<file path="src/rtl/sha_256_pkg.sv">
// Shared constants and FSM state encoding for the SHA-256 message padder.
package sha_256_pkg;

  localparam int SHA_BLOCK_BITS      = 512;
  localparam int SHA_BLOCK_BYTES     = SHA_BLOCK_BITS / 8;
  localparam int SHA_LEN_FIELD_BYTES = 8;
  localparam int SHA_LEN_FIELD_BITS  = SHA_LEN_FIELD_BYTES * 8;
  localparam logic [7:0] SHA_PAD_BYTE = 8'h80;
  localparam int SHA_LEN_BOUNDARY    = SHA_BLOCK_BYTES - SHA_LEN_FIELD_BYTES - 1;

  typedef enum logic [1:0] {
    S_FILL,
    S_PAD,
    S_EMIT,
    S_EXTRA
  } state_e;

endpackage

</file>
<file path="src/rtl/sha_256_padder.sv">
// Byte-stream to 512-bit SHA-256 block padder (0x80 marker, zero fill, 64-bit bit length).
// Optional SHA_256_PADDER_LEN_OUT_EN adds msg_len_bits reporting the length field of the final block.
//
// state   | meaning
// S_FILL  | accepting message bytes into the block buffer
// S_PAD   | one cycle: insert 0x80 / zeros / length after the last byte
// S_EMIT  | block presented, held until block_ready
// S_EXTRA | one cycle: build the trailing length-only block
module sha_256_padder
  import sha_256_pkg::*;
#(
  parameter int LEN_W = 32
) (
  input  logic                      clk,
  input  logic                      rst,
  input  logic                      ena,
  input  logic [7:0]                in_data,
  input  logic                      in_valid,
  input  logic                      in_last,
  output logic                      in_ready,
`ifdef SHA_256_PADDER_LEN_OUT_EN
  output logic [63:0]               msg_len_bits,
`endif
  output logic [SHA_BLOCK_BITS-1:0] block_data,
  output logic                      block_valid,
  output logic                      block_last,
  input  logic                      block_ready
);

  state_e                    state_q, state_d;
  logic [SHA_BLOCK_BITS-1:0] data_q, data_d;
  logic [6:0]                byte_idx_q, byte_idx_d;
  logic [LEN_W-1:0]          byte_count_q, byte_count_d;
  logic                      extra_q, extra_d;
  logic                      extra_pad_q, extra_pad_d;
  logic                      last_q, last_d;
  logic [63:0]               len_bits;
  logic                      in_fire;
  logic                      out_fire;

  assign len_bits    = 64'(byte_count_q) << 3;
  assign in_ready    = (state_q == S_FILL) && ena && !rst;
  assign in_fire     = in_valid && in_ready;
  assign block_valid = (state_q == S_EMIT);
  assign out_fire    = block_valid && block_ready && ena;
  assign block_data  = data_q;
  assign block_last  = last_q;

`ifdef SHA_256_PADDER_LEN_OUT_EN
  assign msg_len_bits = (block_valid && last_q) ? len_bits : 64'd0;
`endif

  always_comb begin
    state_d      = state_q;
    data_d       = data_q;
    byte_idx_d   = byte_idx_q;
    byte_count_d = byte_count_q;
    extra_d      = extra_q;
    extra_pad_d  = extra_pad_q;
    last_d       = last_q;

    case (state_q)
      S_FILL: begin
        if (in_fire) begin
          for (int i = 0; i < SHA_BLOCK_BYTES; i++) begin
            if (byte_idx_q[5:0] == 6'(i)) data_d[SHA_BLOCK_BITS-1-8*i -: 8] = in_data;
          end
          byte_count_d = byte_count_q + LEN_W'(1);
          if (in_last) begin
            byte_idx_d = byte_idx_q + 7'd1;
            state_d    = S_PAD;
          end else if (byte_idx_q == 7'(SHA_BLOCK_BYTES - 1)) begin
            byte_idx_d = '0;
            last_d     = 1'b0;
            extra_d    = 1'b0;
            state_d    = S_EMIT;
          end else begin
            byte_idx_d = byte_idx_q + 7'd1;
          end
        end
      end

      S_PAD: begin
        if (ena) begin
          // A full final block goes out untouched; its marker moves to the extra block.
          if (byte_idx_q == 7'(SHA_BLOCK_BYTES)) begin
            last_d      = 1'b0;
            extra_d     = 1'b1;
            extra_pad_d = 1'b1;
          end else begin
            for (int i = 0; i < SHA_BLOCK_BYTES; i++) begin
              if (7'(i) == byte_idx_q)     data_d[SHA_BLOCK_BITS-1-8*i -: 8] = SHA_PAD_BYTE;
              else if (7'(i) > byte_idx_q) data_d[SHA_BLOCK_BITS-1-8*i -: 8] = 8'h00;
            end
            extra_pad_d = 1'b0;
            if (byte_idx_q <= 7'(SHA_LEN_BOUNDARY)) begin
              data_d[SHA_LEN_FIELD_BITS-1:0] = len_bits;
              last_d  = 1'b1;
              extra_d = 1'b0;
            end else begin
              last_d  = 1'b0;
              extra_d = 1'b1;
            end
          end
          byte_idx_d = '0;
          state_d    = S_EMIT;
        end
      end

      S_EMIT: begin
        if (out_fire) begin
          if (extra_q) begin
            state_d = S_EXTRA;
          end else begin
            state_d    = S_FILL;
            byte_idx_d = '0;
            if (last_q) byte_count_d = '0;
            last_d = 1'b0;
          end
        end
      end

      S_EXTRA: begin
        if (ena) begin
          data_d = '0;
          if (extra_pad_q) data_d[SHA_BLOCK_BITS-1 -: 8] = SHA_PAD_BYTE;
          data_d[SHA_LEN_FIELD_BITS-1:0] = len_bits;
          last_d      = 1'b1;
          extra_d     = 1'b0;
          extra_pad_d = 1'b0;
          state_d     = S_EMIT;
        end
      end

      default: state_d = S_FILL;
    endcase
  end

  always_ff @(posedge clk) begin
    if (rst) begin
      state_q      <= S_FILL;
      data_q       <= '0;
      byte_idx_q   <= '0;
      byte_count_q <= '0;
      extra_q      <= 1'b0;
      extra_pad_q  <= 1'b0;
      last_q       <= 1'b0;
    end else begin
      state_q      <= state_d;
      data_q       <= data_d;
      byte_idx_q   <= byte_idx_d;
      byte_count_q <= byte_count_d;
      extra_q      <= extra_d;
      extra_pad_q  <= extra_pad_d;
      last_q       <= last_d;
    end
  end

endmodule

</file>
<file path="config.mk">
export PLATFORM = sky130hd
export DESIGN_NAME = sha_256_padder
export DESIGN_NICKNAME = d
export VERILOG_FILES = /design/src/rtl/sha_256_pkg.sv /design/src/rtl/sha_256_padder.sv
export SDC_FILE = /design/constraint.sdc
export NUM_CORES = 1
export LEC_CHECK = 0
export CORE_ASPECT_RATIO = 1.75
export CORE_UTILIZATION = 25
export CTS_BUF_LIST = sky130_fd_sc_hd__clkbuf_4
export CTS_CLUSTER_SIZE = 25
export DETAILED_ROUTE_END_ITERATION = 10
export GPL_ROUTABILITY_DRIVEN = 0
export PLACE_DENSITY_LB_ADDON = 0.2
export RECOVER_POWER = 50
export REMOVE_ABC_BUFFERS = 1
export SLEW_MARGIN = 20
export SYNTH_ARGS = -nofsm -noshare
export SYNTH_HDL_FRONTEND = slang
export SYNTH_SLANG_ARGS = --single-unit
</file>
<file path="constraint.sdc">
create_clock -name clk -period 5.1 [get_ports clk]
set_input_delay 1.02 -clock clk [delete_from_list [all_inputs] [get_ports clk]]
set_output_delay 1.02 -clock clk [all_outputs]
set_load 0.02 [all_outputs]
</file>
==> results.sh, run 1 <==
export IMPL_status="complete, but fails checks"
export IMPL_violations="max-capacitance violations, max-slew violations"
export IMPL_crit_path_start="byte_idx_q[0]"
export IMPL_synth_common_cells="556 x dfxtp_1, 344 x nor2_1, 326 x mux2i_1"
export IMPL_post_cts_resize_count=0
export IMPL_r2r_start="byte_idx_q[0]"
export IMPL_dp_slack_ns=0.983
export IMPL_clk_latency_ns=1.12
export IMPL_yosysWarnings=0
export IMPL_cp_max_fo=21
export IMPL_cts_root_buf="clkbuf_4"
export IMPL_first_global_vias=21800
export IMPL_fin_util_pct=33.6
export IMPL_slew_viol_final=132
export IMPL_drt_iter0_drc=1477
export IMPL_switching_share_pct=30.9
export IMPL_yosys_area_top_type="dfxtp_1"
export IMPL_r2r_cells=8
export IMPL_crit_required_ns=6.04
export IMPL_min_period_over_period_pct=81.9
export IMPL_initial_core_util_pct=25.2
export IMPL_yosys_area_share_simple_pct=17.5
export IMPL_rows=150
export IMPL_p_sw_w=0.00315
export IMPL_synth_compound_area_share_pct=16.9
export IMPL_antenna_found_initial=2
export IMPL_synth_top_area_share_pct=46.3
export IMPL_period_needed_ns=4.18
export IMPL_grt_max_degree=205
export IMPL_ys_flop_type="dfxtp_1"
export IMPL_critical_path_arrival_ns=5.12
export IMPL_synth_cell_types=89
export IMPL_core_area_mm2=0.0955
export IMPL_ys_ff_latch=556
export IMPL_syn_area_per_cell_um2=9.03
export IMPL_power_frac_seq_pct=44.4
export IMPL_path_clk_slew_ns=0.06
export IMPL_comb_power_share_pct=15.0
export IMPL_fin_skew_ns=0.0424
export IMPL_track_usage_pct=21.4
export IMPL_cts_tree="built"
export IMPL_synth_most_common_cell="dfxtp_1"
export IMPL_globalRoute_totalOverflow=0
export IMPL_drive_above_1_share_pct=10.4
export IMPL_synth_edf_count=0
export IMPL_worstMarginPinSlew_ns=2.13
export IMPL_synth_mux_area_share_pct=13.6
export IMPL_hpwl_mm=72.0
export IMPL_drtPass1Iterations=5
export IMPL_drc_errors=0
export IMPL_power_leakage_nw=14.1
export IMPL_endpoint="block_data[148]"
export IMPL_clockBufferDepth=3
export IMPL_ir_drop_v=0.000186
export IMPL_synth_area_leaders="dfxtp_1 46%, mux2i_1 14%, o21ai_0 5.7%"
export IMPL_synth_top_family_by_area="simple AND/OR/NAND/NOR gates"
export IMPL_numCtsBuffers=150
export IMPL_path_class="flop to flop"
export IMPL_power_per_cell_area_mw_per_mm2=318
export IMPL_rsz0062_at_grt="false"
export IMPL_postCtsSetupBuffers=0
export IMPL_reg2reg_slack_ns=0.92
export IMPL_port_buffers=528
export IMPL_holdCritPathClass="input pin to flop"
export IMPL_via_count=22400
export IMPL_cts_hold_fix_buffers=0
export IMPL_cts_max_level=4
export IMPL_cts_sinks=556
export IMPL_grt_pass1_wl_mm=154
export IMPL_area_growth_synth_to_final_pct=33.4
export IMPL_ios=529
export IMPL_setup_viol=0
export IMPL_p_int_w=0.00705
export IMPL_fillers=10000
export IMPL_fmax_mhz=239
export IMPL_cp_start_kind="flop"
export IMPL_synth_cells=2666
export IMPL_ys_async_sr_fraction_pct=0
export IMPL_wirelength_mm=106
export IMPL_cp_end_kind="flop"
export IMPL_setup_ws_ns=0.922
export IMPL_max_slew_margin_rel_pct=-42.0
export IMPL_detail_route_wl_per_cell_um=23.7
export IMPL_total_power_w=0.0102
export IMPL_synth_area_mm2=0.0241
export IMPL_die_area_mm2=0.0976
export IMPL_synth_xor_area_share_pct=0.582
export IMPL_maxCapViolCount=5
export IMPL_clkPwrFrac_pct=40.7
export IMPL_fp_dieH_um=412
export IMPL_final_nets=3186
export IMPL_vias_per_cell=4.98
export IMPL_drtAntennaViolNets=0
export IMPL_synthAdderAreaFrac_pct=0.624
export IMPL_die_w_um=237
export IMPL_ys_seq_area_share_pct=46.3
export IMPL_hold_viol=0
export IMPL_r2r_end="block_data[148]"
[area by class of cell]
type | instances | area, µm² | share of cell area [%]
clock buffer | 209 | 1570 | 4.89
sequential | 556 | 11100 | 34.7
inverter | 19 | 71.3 | 0.222
antenna | 8 | 20.0 | 0.0624
clock inverter | 43 | 320 | 0.998
multi-input combinational | 1854 | 11800 | 36.6
tap | 1216 | 1520 | 4.74
timing repair buffer | 579 | 5700 | 17.8
[critical path: stages, from the launching register on]
cell and delay [ns]:
dfxtp_1 0.88, inv_1 0.17, ha_1 0.36, nand3_1 0.11
or3_1 0.57, clkbuf_1 0.85, nand4_2 0.67, mux2i_1 0.35
nor2_1 0.06
[state kept, by name (all words and copies together) (netlist names)]
register / flops
byte_idx_q: 7
byte_count_q: 32
state_q: 2
extra_pad_q: 1
block_last: 1
extra_q: 1
block_data: 512
[power by group through the flow]
stage               combinational (W)  clock [W]  sequential (W)
finish                        0.00153    0.00415         0.00453
global route                  0.00164    0.00456         0.00454
detailed placement            0.00158          0         0.00463
global placement              0.00158          0         0.00463
floorplan                    0.000669          0         0.00475
CTS                           0.00159    0.00434         0.00453
[worst min-delay path by stage]
| stage | from | end | slack, ns | depth (start not counted) |
|---|---|---|---|---|
| final | rst | block_data[323] | 0.32 | 2 |
| after floorplan | byte_count_q[31] | byte_count_q[31] | 0.45 | 2 |
| after global placement | block_data[56] | block_data[56] | 0.44 | 2 |
| after global routing | rst | block_data[194] | 0.20 | 2 |
| after detailed placement | block_data[56] | block_data[56] | 0.45 | 2 |
| after CTS | rst | block_data[194] | 0.16 | 2 |
[cells by family after synthesis]
kind of cell,after synthesis
and+or+nand+nor,828
AOI/OAI and AO/OA,671
DFF,556
muxes,327
buffers and inverters,256
xor gates and xnor gates,16
adders and majority gates,12
[routing by layer]
layer,share of wire [%],GRT usage [%],routed length (µm),vias up
met1,39,23.8,41300,10800
met4,3.4,8.69,3570,0
met5,0,0,0,-
li1,-,-,-,10600
met2,51,38.0,54500,784
met3,6.6,6.11,7050,177
[through the flow]
stage	hold WS (ns)	area [µm²]	TNS, ns	instances
4_1_cts	0.163	32200	0	4476
3_5_place_dp	0.448	30400	0	4224
3_3_place_gp	0.441	30300	0	4224
5_1_grt	0.198	32100	0	4484
2_1_floorplan	0.449	23000	-697.81	2429
6_report	0.321	32100	0	4484
[cell usage in the layout, fill, tap and decap left out, types with 9 or more instances in the layout]
cell and count:
and3_1 12, nand3b_1 12, o31ai_1 17, clkdlybuf4s50_1 172, nand4_1 20, or3_1 26, nand2_1 84, o21bai_1 14
inv_1 17, mux2i_1 326, ha_1 11, nand3_1 165, o21a_1 17, a21oi_1 212, o21ai_0 275, nor2_1 344
o311a_1 11, xnor2_1 10, a211oi_1 18, clkbuf_4 209, o21ai_1 21, nor2b_1 9, nor3_1 59, dlygate4sd3_1 354
nand2b_1 11, buf_4 39, dfxtp_1 556, nand4_2 12, clkinv_1 27
Note: power is estimated with default switching activity, not from simulation.
==> run 2: changes to the inputs <==
clock period = 3.4 ns   (was 5.1 ns; I/O delays follow)
==> results.sh, run 2 (synthesized netlist as in run 1, its figures left out) <==
export IMPL_fmax_mhz=313
export IMPL_status="completed"
export IMPL_drt_iter0_drc=1291
export IMPL_path_class="flop to flop"
export IMPL_multiInputGateArea_mm2=0.0117
export IMPL_drive_above_1_share_pct=12.3
export IMPL_postCtsSetupBuffers=0
export IMPL_drc_errors=0
export IMPL_cts_hold_fix_buffers=0
export IMPL_drtAntennaViolNets=0
export IMPL_crit_required_ns=4.30
export IMPL_clockBufferDepth=3
export IMPL_period_needed_ns=3.20
export IMPL_ir_drop_v=0.000227
export IMPL_die_w_um=237
export IMPL_numCtsBuffers=147
export IMPL_whs_ns=0.222
export IMPL_first_global_vias=22000
export IMPL_detail_route_wl_per_cell_um=23.4
export IMPL_track_usage_pct=21.2
export IMPL_fp_dieH_um=412
export IMPL_holdCritPathClass="input pin to flop"
export IMPL_critical_path_arrival_ns=4.10
export IMPL_finalNonFillerCells=4534
export IMPL_fin_util_pct=34.1
export IMPL_globalRoute_totalOverflow=0
export IMPL_rsz0062_at_grt="false"
export IMPL_placedCellCount=4282
export IMPL_worstMarginPinSlew_ns=1.19
export IMPL_maxCapViolCount=0
export IMPL_hpwl_mm=74.1
export IMPL_clk_latency_ns=1.05
export IMPL_initial_core_util_pct=25.2
export IMPL_fillers=9931
export IMPL_largest_register_ff_count=512
export IMPL_rows=150
export IMPL_power_frac_seq_pct=45.1
export IMPL_power_leakage_nw=14.3
export IMPL_die_area_mm2=0.0976
export IMPL_core_area_mm2=0.0955
export IMPL_grt_pass1_wl_mm=153
export IMPL_vias_per_cell=4.95
export IMPL_ios=529
export IMPL_max_slew_margin_rel_pct=19.7
export IMPL_cts_max_level=4
export IMPL_clkPwrFrac_pct=39.2
export IMPL_area_growth_synth_to_final_pct=35.5
export IMPL_regArea_mm2=0.0111
export IMPL_p_sw_w=0.00466
export IMPL_cts_sinks=556
export IMPL_p_int_w=0.0104
export IMPL_slew_viol_final=0
export IMPL_switching_share_pct=30.9
export IMPL_antenna_found_initial=4
export IMPL_cts_root_buf="clkbuf_4"
export IMPL_grt_max_degree=138
export IMPL_via_count=22500
export IMPL_total_power_w=0.0151
export IMPL_setup_viol=0
export IMPL_path_clk_slew_ns=0.07
export IMPL_power_per_cell_area_mw_per_mm2=462
export IMPL_drtPass1Iterations=5
export IMPL_cp_end_kind="flop"
export IMPL_comb_power_share_pct=15.7
export IMPL_port_buffers=528
export IMPL_fin_skew_ns=0.0563
export IMPL_min_period_over_period_pct=94.0
export IMPL_cp_max_fo=12
export IMPL_layout_common_cells="556 x dfxtp_1, 344 x nor2_1, 328 x dlygate4sd3_1, 326 x mux2i_1, 278 x o21ai_0"
export IMPL_cp_start_kind="flop"
export IMPL_wirelength_mm=106
export IMPL_layout_commonest_cell="dfxtp_1"
export IMPL_cts_tree="built"
export IMPL_hold_viol=0
export IMPL_final_nets=3241
[run 2: final timing paths]
check	to	cells after the start	from	slack [ns]
hold / removal	block_data[164]	3	rst	0.22
hold reg to reg	block_data[152]	2	block_data[152]	0.46
setup reg to reg	block_data[64]	7	byte_idx_q[0]	0.20
setup / recovery	block_data[64]	7	byte_idx_q[0]	0.20
[run 2: layout make-up]
class                      count  share of cell area [%]
antenna                       10                  0.0768
clock buffer                 215                    4.95
clock inverter                27                   0.487
inverter                      19                   0.219
multi-input combinational   1854                    36.0
sequential                   556                    34.1
tap                         1216                    4.67
timing repair buffer         637                    19.5
[run 2: repair_timing]
action / 4_1_cts / 5_1_grt
endpoints found under the hold margin: 0 / 0
gates resized for setup: 1 / 0
endpoints found under the setup margin: 1 / 0
[run 2: per-stage QoR]
stage	instance area, µm²	TNS [ns]	setup slack [ns]
after floorplan	23000	-1578.27	-4.68
after global placement	31000	0	0.159
after global routing	32600	0	0.0683
final	32600	0	0.203
after detailed placement	31000	0	0.0932
after CTS	32800	0	0.119
[run 2: per-layer routing]
layer  vias up  track usage [%]  routed length, µm
met2       754             38.7              55700
met1     10800             23.2              40700
li1      10700                -                  -
met3       169             5.75               6560
met5         -                0                 11
met4         2             8.09               3190
[run 2: power groups by stage]
stage	combinational (W)	clock [W]	sequential [W]
final	0.00237	0.00590	0.00679
after global routing	0.00254	0.00649	0.00681
after CTS	0.00248	0.00622	0.00680
after detailed placement	0.00247	0	0.00695
after global placement	0.00248	0	0.00694
after floorplan	0.00100	0	0.00713
[run 2: critical path: stages (launching register included)]
cell	delay, ns
dfxtp_1	0.64
clkbuf_1	0.49
nand3_1	0.22
a2111o_1	0.49
clkbuf_2	0.25
nand3_1	0.62
mux2i_1	0.26
nor2_1	0.06
==> run 3: changes to the inputs <==
PLACE_DENSITY_LB_ADDON = 0.12   (was 0.2)
==> results.sh, run 3 (synthesized netlist as in run 1, its figures left out) <==
export IMPL_min_period_over_period_pct=91.6
export IMPL_drc_errors=0
export IMPL_numCtsBuffers=148
export IMPL_die_w_um=237
export IMPL_regArea_mm2=0.0111
export IMPL_clk_latency_ns=1.06
export IMPL_setup_ws_ns=0.285
export IMPL_r2r_cells=8
export IMPL_dp_slack_ns=0.164
export IMPL_hold_viol=0
export IMPL_fmax_mhz=321
export IMPL_detail_route_wl_per_cell_um=23.6
export IMPL_layout_commonest_cell="dfxtp_1"
export IMPL_crit_required_ns=4.33
export IMPL_initial_core_util_pct=25.2
export IMPL_fin_tns_setup_ns=0
export IMPL_cts_root_buf="clkbuf_4"
export IMPL_max_slew_margin_rel_pct=23.4
export IMPL_port_buffers=528
export IMPL_final_nets=3228
export IMPL_die_area_mm2=0.0976
export IMPL_crit_path_start="byte_idx_q[4]"
export IMPL_slew_viol_final=0
export IMPL_drt_iter0_drc=1489
export IMPL_wirelength_mm=107
export IMPL_holdCritPathClass="flop to flop"
export IMPL_cp_max_fo=23
export IMPL_period_needed_ns=3.11
export IMPL_fin_util_pct=34.0
export IMPL_cp_start_kind="flop"
export IMPL_fillers=9951
export IMPL_power_per_cell_area_mw_per_mm2=466
export IMPL_setup_viol=0
export IMPL_globalRoute_totalOverflow=0
export IMPL_maxCapViolCount=0
export IMPL_fin_skew_ns=0.0762
export IMPL_antenna_found_initial=4
export IMPL_grt_max_degree=187
export IMPL_drive_above_1_share_pct=11.8
export IMPL_r2r_end="block_data[219]"
export IMPL_drtPass1Iterations=6
export IMPL_hold_depth=2
export IMPL_ios=529
export IMPL_endpoint="block_data[219]"
export IMPL_first_global_vias=23000
export IMPL_worstMarginPinSlew_ns=1.15
export IMPL_hpwl_mm=74.3
export IMPL_status="completed"
export IMPL_via_count=22800
export IMPL_cp_end_kind="flop"
export IMPL_layout_common_cells="556 x dfxtp_1, 354 x dlygate4sd3_1, 344 x nor2_1, 326 x mux2i_1, 275 x o21ai_0"
export IMPL_path_clk_slew_ns=0.06
export IMPL_track_usage_pct=21.5
export IMPL_cts_tree="built"
export IMPL_ir_drop_v=0.000250
export IMPL_rows=150
export IMPL_path_class="flop to flop"
export IMPL_multiInputGateArea_mm2=0.0117
export IMPL_rsz0062_at_grt="false"
export IMPL_fp_dieH_um=412
export IMPL_grt_pass1_wl_mm=155
export IMPL_critical_path_arrival_ns=4.05
export IMPL_r2r_start="byte_idx_q[4]"
export IMPL_largest_register_ff_count=512
export IMPL_clockBufferDepth=3
export IMPL_area_growth_synth_to_final_pct=35.0
export IMPL_reg2reg_slack_ns=0.29
export IMPL_power_leakage_nw=14.4
export IMPL_total_power_w=0.0151
export IMPL_vias_per_cell=5.05
export IMPL_core_area_mm2=0.0955
export IMPL_cts_max_level=4
export IMPL_cts_sinks=556
export IMPL_drtAntennaViolNets=0
run 3: changes by cell type in the layout (fill, tap and decap cells not counted), sizes merged:
cell / change
dlygate4sd3: +26
bufinv: +2
buf: -12
clkdlybuf4s50: -25
clkinvlp: -3
clkinv: +16
clkbuf: -10
dlygate4sd2: +1
diode: -7
run 3: worst min-delay path by stage:
stage | from | endpoint | slack, ns
3_5_place_dp | block_data[223] | block_data[223] | 0.46
3_3_place_gp | block_data[223] | block_data[223] | 0.45
2_1_floorplan | byte_count_q[31] | byte_count_q[31] | 0.45
5_1_grt | in_data[6] | block_data[278] | 0.41
4_1_cts | in_data[6] | block_data[278] | 0.30
6_report | block_data[223] | block_data[223] | 0.46
run 3: power breakdown:
group | switching, W | leakage, nW | total, W | internal, W
clock | 0.00297 | 1.10 | 0.00602 | 0.00305
combinational | 0.00158 | 8.78 | 0.00232 | 0.000739
sequential | 0.000109 | 4.49 | 0.00680 | 0.00669
total | 0.00466 | 14.4 | 0.0151 | 0.0105
run 3: layout make-up:
cell class                      instances  share of cell area [%]
Multi-Input combinational cell       1854                    36.1
Sequential cell                       556                    34.3
Timing Repair Buffer                  623                    19.1
Clock buffer                          209                    4.83
Tap cell                             1216                    4.68
Clock inverter                         42                   0.816
Inverter                               19                   0.220
Antenna cell                            3                  0.0231
run 3: what timing repair did:
item | 4_1_cts | 5_1_grt
hold buffers | 1 | 0
setup buffers | 0 | 0
gates resized for setup | 4 | 0
hold endpoints to repair | 23 | 0
setup endpoints to repair | 2 | 0
run 3: per-layer routing:
metal / wire length [µm] / GRT usage (%) / up-vias / part of all wire, %
met1: 41200 / 23.8 / 11100 / 39
met5: 0 / 0 / - / 0
met3: 6710 / 5.30 / 205 / 6.3
met2: 54800 / 38.3 / 845 / 51
li1: - / - / 10700 / -
met4: 3910 / 10.1 / 0 / 3.7
run 3: worst max-delay path: stages, from the launching register on:
cell	delay [ns]
dfxtp_1	0.80
clkbuf_1	0.43
nand2b_1	0.33
clkbuf_2	0.38
o21ai_0	0.14
and3_1	0.23
o21ai_2	0.16
clkbuf_2	0.35
mux2i_1	0.23
run 3: metrics by stage:
step           hold WS (ns)  instances  cell area [µm²]
2_1_floorplan         0.449       2429            23000
3_3_place_gp          0.450       4267            30800
3_5_place_dp          0.459       4267            30800
4_1_cts               0.303       4519            32700
5_1_grt               0.409       4522            32500
6_report              0.465       4522            32500
